`config.mk`:
```
export PLATFORM = sky130hd
export DESIGN_NAME = uart_tx
export DESIGN_NICKNAME = d
export VERILOG_FILES = /design/src/rtl/uart_pkg.sv /design/src/rtl/uart_parity_calc.sv /design/src/rtl/uart_tx.sv
export SDC_FILE = /design/constraint.sdc
export NUM_CORES = 1
export LEC_CHECK = 0
export CORE_MARGIN = 3
export CORE_UTILIZATION = 48
export DETAILED_ROUTE_END_ITERATION = 10
export GPL_TIMING_DRIVEN = 0
export HOLD_SLACK_MARGIN = 0.08
export PLACE_DENSITY = 0.74
export SLEW_MARGIN = 5
export SYNTH_ARGS = -nofsm -noshare
export SYNTH_HDL_FRONTEND = slang
export SYNTH_HIERARCHICAL = 1
export SYNTH_SLANG_ARGS = --single-unit
```
`constraint.sdc`:
```
create_clock -name clk -period 6.12 [get_ports clk]
set_input_delay 0.918 -clock clk [delete_from_list [all_inputs] [get_ports clk]]
set_output_delay 0.918 -clock clk [all_outputs]
set_load 0.005 [all_outputs]
```
`src/rtl/uart_pkg.sv`:
```
// Shared UART definitions used by both the transmit and receive sides:
// FSM state encoding, parity type codes, prescale floor and frame bit counts.
package uart_pkg;

   typedef enum logic [2:0] {
      ST_IDLE   = 3'd0,
      ST_START  = 3'd1,
      ST_DATA   = 3'd2,
      ST_PARITY = 3'd3,
      ST_STOP   = 3'd4
   } uart_tx_state_t;

   localparam logic PAR_EVEN = 1'b0;
   localparam logic PAR_ODD  = 1'b1;

   // Bit periods shorter than this cannot be resolved by the receiver.
   localparam logic [4:0] PRESCALE_MIN = 5'd2;

   localparam int START_BITS  = 1;
   localparam int PARITY_BITS = 1;
   localparam int STOP_BITS   = 1;

endpackage

```
`src/rtl/uart_parity_calc.sv`:
```
// Parity generator shared by the UART transmitter and the receive checker.
// Even parity is the XOR of the data bits; odd parity is its inverse.
module uart_parity_calc
   import uart_pkg::*;
#(
   parameter int WIDTH = 8
) (
   input  logic [WIDTH-1:0] data,
   input  logic             par_typ,
   output logic             par_bit
);

   // XOR reduction, inverted for odd parity.
   always_comb begin
      par_bit = (^data) ^ (par_typ == PAR_ODD);
   end

endmodule

```
`src/rtl/uart_tx.sv`:
```
// UART transmit serializer: start bit, DATA_WIDTH data bits LSB first,
// optional parity bit, stop bit. Each bit lasts the latched prescale value
// in cycles (0 and 1 are clamped to 2).
// Parity support is built only when UART_TX_PARITY_EN is defined.
//
// Handshake: a request is taken in any cycle with DATA_VALID=1 and busy=0;
// requests while busy are dropped, there is no buffering. All frame inputs
// are latched on acceptance. TX_OUT and busy are registered, so both change
// one cycle after the accepting edge.
module uart_tx
   import uart_pkg::*;
#(
   parameter int DATA_WIDTH = 8
) (
   input  logic                  clk,
   input  logic                  rst,
   input  logic [DATA_WIDTH-1:0] P_DATA,
   input  logic                  DATA_VALID,
   input  logic                  PAR_EN,
   input  logic                  PAR_TYP,
   input  logic [4:0]            prescale,
   output logic                  TX_OUT,
   output logic                  busy,
   output uart_tx_state_t        tx_state
);

   localparam int IDX_W = (DATA_WIDTH > 1) ? $clog2(DATA_WIDTH) : 1;
   localparam logic [IDX_W-1:0] LAST_IDX = IDX_W'(DATA_WIDTH - 1);

   uart_tx_state_t        state_q, state_d;
   logic [4:0]            presc_q;
   logic [4:0]            cnt_q;
   logic [IDX_W-1:0]      idx_q;
   logic [DATA_WIDTH-1:0] shift_q, shift_d;
   logic                  tx_q, tx_d;
   logic                  busy_q;
   logic                  accept;
   logic                  bit_end;
   logic                  par_active;
   logic                  par_bit;

   assign accept  = (state_q == ST_IDLE) && DATA_VALID;
   assign bit_end = (cnt_q == (presc_q - 5'd1));

`ifdef UART_TX_PARITY_EN
   logic                  par_en_q;
   logic                  par_typ_q;
   logic [DATA_WIDTH-1:0] data_q;

   // Parity settings and an untouched copy of the byte, held for the frame.
   always_ff @(posedge clk) begin
      if (rst) begin
         par_en_q  <= 1'b0;
         par_typ_q <= PAR_EVEN;
         data_q    <= '0;
      end else if (accept) begin
         par_en_q  <= PAR_EN;
         par_typ_q <= PAR_TYP;
         data_q    <= P_DATA;
      end
   end

   uart_parity_calc #(.WIDTH(DATA_WIDTH)) u_parity (
      .data    (data_q),
      .par_typ (par_typ_q),
      .par_bit (par_bit)
   );

   assign par_active = par_en_q;
`else
   logic unused_par;
   assign unused_par = PAR_EN ^ PAR_TYP;
   assign par_active = 1'b0;
   assign par_bit    = 1'b1;
`endif

   // State register.
   always_ff @(posedge clk) begin
      if (rst) state_q <= ST_IDLE;
      else     state_q <= state_d;
   end

   // Next-state logic: every transition out of a frame state waits for the
   // end of the current bit period.
   always_comb begin
      state_d = state_q;
      case (state_q)
         ST_IDLE:   if (DATA_VALID) state_d = ST_START;
         ST_START:  if (bit_end) state_d = ST_DATA;
         ST_DATA:   if (bit_end && (idx_q == LAST_IDX))
                       state_d = par_active ? ST_PARITY : ST_STOP;
`ifdef UART_TX_PARITY_EN
         ST_PARITY: if (bit_end) state_d = ST_STOP;
`endif
         ST_STOP:   if (bit_end) state_d = ST_IDLE;
         default:   state_d = ST_IDLE;
      endcase
   end

   // Shift register: load on accept, shift right after each data bit.
   always_comb begin
      shift_d = shift_q;
      if (accept)                            shift_d = P_DATA;
      else if ((state_q == ST_DATA) && bit_end) shift_d = shift_q >> 1;
   end

   // Output logic: line level for the upcoming cycle, from the next state.
   always_comb begin
      tx_d = 1'b1;
      case (state_d)
         ST_START:  tx_d = 1'b0;
         ST_DATA:   tx_d = shift_d[0];
         ST_PARITY: tx_d = par_bit;
         default:   tx_d = 1'b1;
      endcase
   end

   // Bit-period counter, data bit index, prescale latch and shift register.
   always_ff @(posedge clk) begin
      if (rst) begin
         presc_q <= PRESCALE_MIN;
         cnt_q   <= '0;
         idx_q   <= '0;
         shift_q <= '0;
      end else begin
         shift_q <= shift_d;
         if (accept) begin
            presc_q <= (prescale < PRESCALE_MIN) ? PRESCALE_MIN : prescale;
            cnt_q   <= '0;
            idx_q   <= '0;
         end else if (state_q != ST_IDLE) begin
            cnt_q <= bit_end ? 5'd0 : (cnt_q + 5'd1);
            if ((state_q == ST_DATA) && bit_end)
               idx_q <= (idx_q == LAST_IDX) ? '0 : (idx_q + 1'b1);
         end
      end
   end

   // Registered outputs so the line never glitches between bit boundaries.
   always_ff @(posedge clk) begin
      if (rst) begin
         tx_q   <= 1'b1;
         busy_q <= 1'b0;
      end else begin
         tx_q   <= tx_d;
         busy_q <= (state_d != ST_IDLE);
      end
   end

   assign TX_OUT   = tx_q;
   assign busy     = busy_q;
   assign tx_state = state_q;

endmodule

```
# ---- Word-level counts from Yosys, hierarchy flattened
# Index checks and enable logic that the tools add are counted.
dict set report op_classes {
  n_reduce_logical 9
  eq_ne 7
  n_addsub 3
  order_cmp 1
  n_mux 11
}
# operator count
set op_table {}
lappend op_table {{2-to-1 mux 8 bit} 2}
lappend op_table {{2-to-1 mux 3 bit} 5}
lappend op_table {{case mux 3 bit (4 select lines)} 1}
lappend op_table {{2-to-1 mux 5 bit} 2}
lappend op_table {{== test 3 x 1 -> 1 bit (second input constant)} 2}
lappend op_table {{== test 3 x 2 -> 1 bit (second input constant)} 2}
lappend op_table {{== test 3 bit (second input constant)} 2}
lappend op_table {{nonzero test 3 bit} 2}
lappend op_table {{adder 5 x 1 -> 5 bit (second input constant)} 1}
lappend op_table {{== test 5 bit} 1}
lappend op_table {{< comparator 5 x 2 -> 1 bit (second input constant)} 1}
lappend op_table {{subtractor 5 x 1 -> 5 bit (second input constant)} 1}
lappend op_table {{adder 3 x 1 -> 3 bit (second input constant)} 1}
lappend op_table {{logical AND 1 bit} 3}
lappend op_table {{logical NOT 3 bit} 1}
lappend op_table {{case mux 1 bit (2 select lines)} 1}
lappend op_table {{AND reduction 2 bit} 1}
lappend op_table {{nonzero test 2 bit} 1}
lappend op_table {{OR reduction 2 bit} 1}
dict set report word_totals {
  in_bits 18
  ff_bits 26
  word_cells 39
  out_inout_bits 5
}

# ---- Longest topological paths before layout
dict set report depth {
  ltp_word 7
  mapped_depth 9
  mapped_depth_nobuf 8
}

# ---- Least setup slack after synthesis
# Ideal clock, no wire load.
dict set report synth_timing {
  path_kind {register -> register}
  start {reg presc_q[0]}
  end {reg shift_q[1]}
  stages_incl_launch_ff 10
  arrival_ns 2.077
  setup_ns 0.086
  path_buffers 1
  period_less_slack_ns 2.162
  path_slack_ns 3.958
  cell_sequence {dfxtp_1 inv_1 ha_1 xnor2_1 a211oi_2 o311ai_2 or3_4 buf_6 mux2i_1 a211oi_1}
}
dict set report synth_between {
  elab_chain_len 4
}
# item line_no
set synth_lines {}
lappend synth_lines {{from (decl)} uart_tx.sv:31} ;# logic [4:0] presc_q;
lappend synth_lines {{from (signal assigned)} uart_tx.sv:128} ;# presc_q <= (prescale < PRESCALE_MIN) ? PRESCALE_MIN : prescale;
lappend synth_lines {{subtractor 5 x 1 -> 5 bit} uart_tx.sv:43} ;# assign bit_end = (cnt_q == (presc_q - 5'd1));
lappend synth_lines {{== test 5 bit} uart_tx.sv:43}
lappend synth_lines {{logical AND 1 bit} uart_tx.sv:104} ;# else if ((state_q == ST_DATA) && bit_end) shift_d = shift_q >> 1;
lappend synth_lines {{nonzero test 2 bit (no line)} -}
lappend synth_lines {{to (signal assigned)} uart_tx.sv:126} ;# shift_q <= shift_d;
lappend synth_lines {{to (decl)} uart_tx.sv:34} ;# logic [DATA_WIDTH-1:0] shift_q, shift_d;
# Every way passes these cells.
# A chain may end at the register's enable or synchronous reset.

# ---- Worst setup path in the final report
dict set report layout_timing {
  start {reg presc_q[0]}
  end {reg shift_q[5]}
}
# The elaborated chain is that of the path after synthesis.

==> impl_metrics.tcl <==
set metrics [dict create \
    outcome "finished, final reports clean" \
    proportion_of_layout_cells_with_a_drive_suffix_above_1_pct 4.97 \
    drt_iter0_drc 20 \
    utilization_pct 65.0 \
    synth_nets 160 \
    max-vdd-ir-drop_mv 0.147 \
    boundaryPins 23 \
    globalplace.congestion 0.759 \
    die_area_sq_um 3210 \
    drt-wirelength-per-cell_um 12.5 \
    max_transition_margin_pct 63.3 \
    timing.final.setup_violations 0 \
    tritoncts_num_sinks 26 \
    vias_per_cell 5.40 \
    cellPowerDensity_nw_per_um2 245 \
    syn_to_final_growth_pct 22.6 \
    first_pass_iters 4 \
    cts.clk_slew.worst_paths_ns 0.14 \
    final_antenna_diode_count 0 \
    via_count 1021 \
    power.leakage_nw 0.623 \
    netlist_area_sq_um 1230 \
    worst_skew_pair.late_latency_ns 0.33 \
    synthesis.instances 138 \
    detail-route-antenna-nets 0 \
    timing.critical_path.from_type "register" \
    cts.path.max_buffers 2 \
    post-cts-setup-buffer-count 0 \
    initial_core_util_pct 53.0 \
    max_freq_ghz 0.416 \
    die_w_um 56.6 \
    totalWireLength_mm 2.36 \
    slowest_stage "sky130_fd_sc_hd__or3_4" \
    drv_cap 0 \
    die_height_um 56.6 \
    first_global_vias 970 \
    hpwl_mm 1.78 \
    fin_skew_ns 0.00560 \
    grt_first_pass_wirelength_mm 4.17 \
    synth.yosys.seq_area_share_pct 42.3 \
    critical_path.top_delay_family "compound AO/OA/AOI/OAI gates" \
    cts_tree "done" \
    cts_resized 0 \
    post_synth.cell_area_avg_sq_um 8.91 \
    finalCritPeriodShare_pct 39.3 \
    timing.critical_path.fanout_max 10 \
    synth_largest_type_area_fraction_pct 42.3 \
    post_cts_hold_fix_bufs 0 \
    placement_rows 17 \
    path_cells "inv_1, ha_1, xnor2_1, a211oi_2, o311ai_2, or3_4, buf_6, mux2i_1, a211oi_1" \
    design.core.area_sq_um 2320 \
    port_buffers 19 \
    synth_top_area_cell "sky130_fd_sc_hd__dfxtp_1" \
    fill_cells 196 \
    timing.setup.tns_ns 0 \
    finalHoldViolCount 0 \
    fin_nets 184 \
    crit_path_time_final_ns 2.41 \
    timing_worst_slew_pin_value_ns 0.545 \
    grt_util_all_layers_pct 16.3 \
    grt_max_degree 16 \
    cts-buffers-inserted 3 \
    unrepaired_setup_endpoints_after_global_routing "false" \
    synthTopCellsByArea "sky130_fd_sc_hd__dfxtp_1 (42%), sky130_fd_sc_hd__mux2i_1 (7.3%), sky130_fd_sc_hd__nor2_1 (6.1%)" \
    cts_htree_levels 1 \
    min-delay-path-class "reg -> reg" \
    yosysUniqueCellTypes 32 \
    critical_path_arrival_ns 2.65 \
    worst-endpoint-required_ns 6.37 \
    critPathCaptureType "register" \
    max_slew_violation_count 0 \
    globalRoute.totalOverflow 0 \
    critical-path-max-stage-delay_ns 0.43 \
    synthesis.yosys.warnings 6 \
    synth.ff_latch_count 26 \
    critical_path_class "reg -> reg" \
    initial_antenna_violation_count 0 \
    master_cell_of_the_clock_root_buffer "sky130_fd_sc_hd__clkbuf_4" \
    post-route-drc-count 0 \
    cp_num_buf_inv 2 \
]
-- power breakdown --
part           internal, W  leakage (nW)  switching [W]   total, W
logic            0.0000316         0.382      0.0000298  0.0000614
registers         0.000181         0.213     0.00000813   0.000189
clock network    0.0000663        0.0279      0.0000523   0.000119
total             0.000279         0.623      0.0000902   0.000369
-- layer usage --
metal	vias to the layer above	share of wire (%)	routed length (um)	track usage, %
li1	533	-	-	-
met1	463	48	1130	21.3
met2	20	46	1090	25.9
met3	5	3.8	91	2.30
met4	0	2.4	57	8.14
met5	-	0	0	0
-- flip-flops by register name, indices dropped and copies added, names as in the netlist --
signal,flops
shift_q,8
cnt_q,5
presc_q,5
idx_q,3
tx_state,3
TX_OUT,1
busy,1
-- worst register-to-register path: stages (launching register included) --
cell                       delay (ns)
sky130_fd_sc_hd__dfxtp_1         0.40
sky130_fd_sc_hd__inv_1           0.07
sky130_fd_sc_hd__ha_1            0.30
sky130_fd_sc_hd__xnor2_1         0.14
sky130_fd_sc_hd__a211oi_2        0.23
sky130_fd_sc_hd__o311ai_2        0.21
sky130_fd_sc_hd__or3_4           0.43
sky130_fd_sc_hd__buf_6           0.16
sky130_fd_sc_hd__mux2i_1         0.12
sky130_fd_sc_hd__a211oi_1        0.25
-- placed cells by master (no fill, tap or decap), types with 2 or more instances in the layout --
cell type,instances
sky130_fd_sc_hd__a211oi_1,7
sky130_fd_sc_hd__a21oi_1,9
sky130_fd_sc_hd__a31oi_1,2
sky130_fd_sc_hd__clkbuf_1,6
sky130_fd_sc_hd__clkbuf_4,3
sky130_fd_sc_hd__clkdlybuf4s50_1,19
sky130_fd_sc_hd__dfxtp_1,26
sky130_fd_sc_hd__ha_1,4
sky130_fd_sc_hd__inv_1,4
sky130_fd_sc_hd__mux2i_1,9
sky130_fd_sc_hd__nand2_1,13
sky130_fd_sc_hd__nand2b_1,2
sky130_fd_sc_hd__nand3_1,2
sky130_fd_sc_hd__nand4_1,2
sky130_fd_sc_hd__nor2_1,20
sky130_fd_sc_hd__nor3_1,2
sky130_fd_sc_hd__nor4_1,3
sky130_fd_sc_hd__o21ai_0,2
sky130_fd_sc_hd__or3_1,2
sky130_fd_sc_hd__xnor2_1,4
sky130_fd_sc_hd__xor2_1,6
-- logic make-up (layout without fill, tap and decap cells) --
logic type	count (synthesis)	count (layout)	share of synthesized area, %
AOI/OAI and AO/OA	26	26	14.6
and+or+nand+nor	52	52	20.5
muxes	9	9	7.32
DFF	26	26	42.3
adders and majority gates	4	4	4.07
xor gates and xnor gates	10	10	7.12
buffers and inverters	11	34	3.97
-- through the flow --
step | hold slack, ns | setup WS, ns | cells | total power (W) | instance area (sq um)
floorplan | 0.447 | 3.96 | 138 | 0.000230 | 1230
global placement | 0.462 | 3.75 | 185 | 0.000252 | 1460
detailed placement | 0.468 | 3.73 | 185 | 0.000254 | 1460
CTS | 0.487 | 3.69 | 189 | 0.000374 | 1510
global route | 0.513 | 3.59 | 189 | 0.000389 | 1510
finish | 0.480 | 3.71 | 189 | 0.000369 | 1510
-- synthesized netlist by cell type --
library cell / instances
sky130_fd_sc_hd__a41oi_1: 1
sky130_fd_sc_hd__xnor2_1: 4
sky130_fd_sc_hd__nor2_1: 20
sky130_fd_sc_hd__nand4bb_1: 1
sky130_fd_sc_hd__nor3b_1: 1
sky130_fd_sc_hd__or3_1: 2
sky130_fd_sc_hd__mux2i_1: 9
sky130_fd_sc_hd__xor2_1: 6
sky130_fd_sc_hd__a31oi_1: 2
sky130_fd_sc_hd__ha_1: 4
sky130_fd_sc_hd__a21boi_1: 1
sky130_fd_sc_hd__or3_4: 1
sky130_fd_sc_hd__nand2b_1: 2
sky130_fd_sc_hd__buf_6: 1
sky130_fd_sc_hd__dfxtp_1: 26
sky130_fd_sc_hd__and2_1: 1
sky130_fd_sc_hd__or3b_1: 1
sky130_fd_sc_hd__a211oi_2: 1
sky130_fd_sc_hd__nand3b_1: 1
sky130_fd_sc_hd__nor3_1: 2
sky130_fd_sc_hd__nor4_1: 3
sky130_fd_sc_hd__a21o_1: 1
sky130_fd_sc_hd__o311ai_2: 1
sky130_fd_sc_hd__nand2_1: 13
sky130_fd_sc_hd__o21ai_0: 2
sky130_fd_sc_hd__a21oi_1: 9
sky130_fd_sc_hd__clkbuf_1: 6
sky130_fd_sc_hd__nand3_1: 2
sky130_fd_sc_hd__o21bai_1: 1
sky130_fd_sc_hd__nand4_1: 2
sky130_fd_sc_hd__inv_1: 4
sky130_fd_sc_hd__a211oi_1: 7
-- path summary, 6_finish.rpt --
path	to	cells after the start	from	slack, ns
setup reg to reg	shift_q[5]	9	presc_q[0]	3.71
hold / removal	presc_q[4]	2	presc_q[4]	0.48
setup / recovery	shift_q[5]	9	presc_q[0]	3.71
hold reg to reg	presc_q[4]	2	presc_q[4]	0.48
-- final cells by class --
type / instances / area, sq um / share of cell area [%]
multi-input combinational: 101 / 661 / 43.8
sequential: 26 / 520 / 34.5
timing repair buffer: 19 / 190 / 12.6
tap: 28 / 35.0 / 2.32
buffer: 7 / 33.8 / 2.24
clock inverter: 1 / 30.0 / 1.99
clock buffer: 3 / 22.5 / 1.49
inverter: 4 / 15.0 / 0.996
No activity file was read; power rests on OpenSTA's default activity.
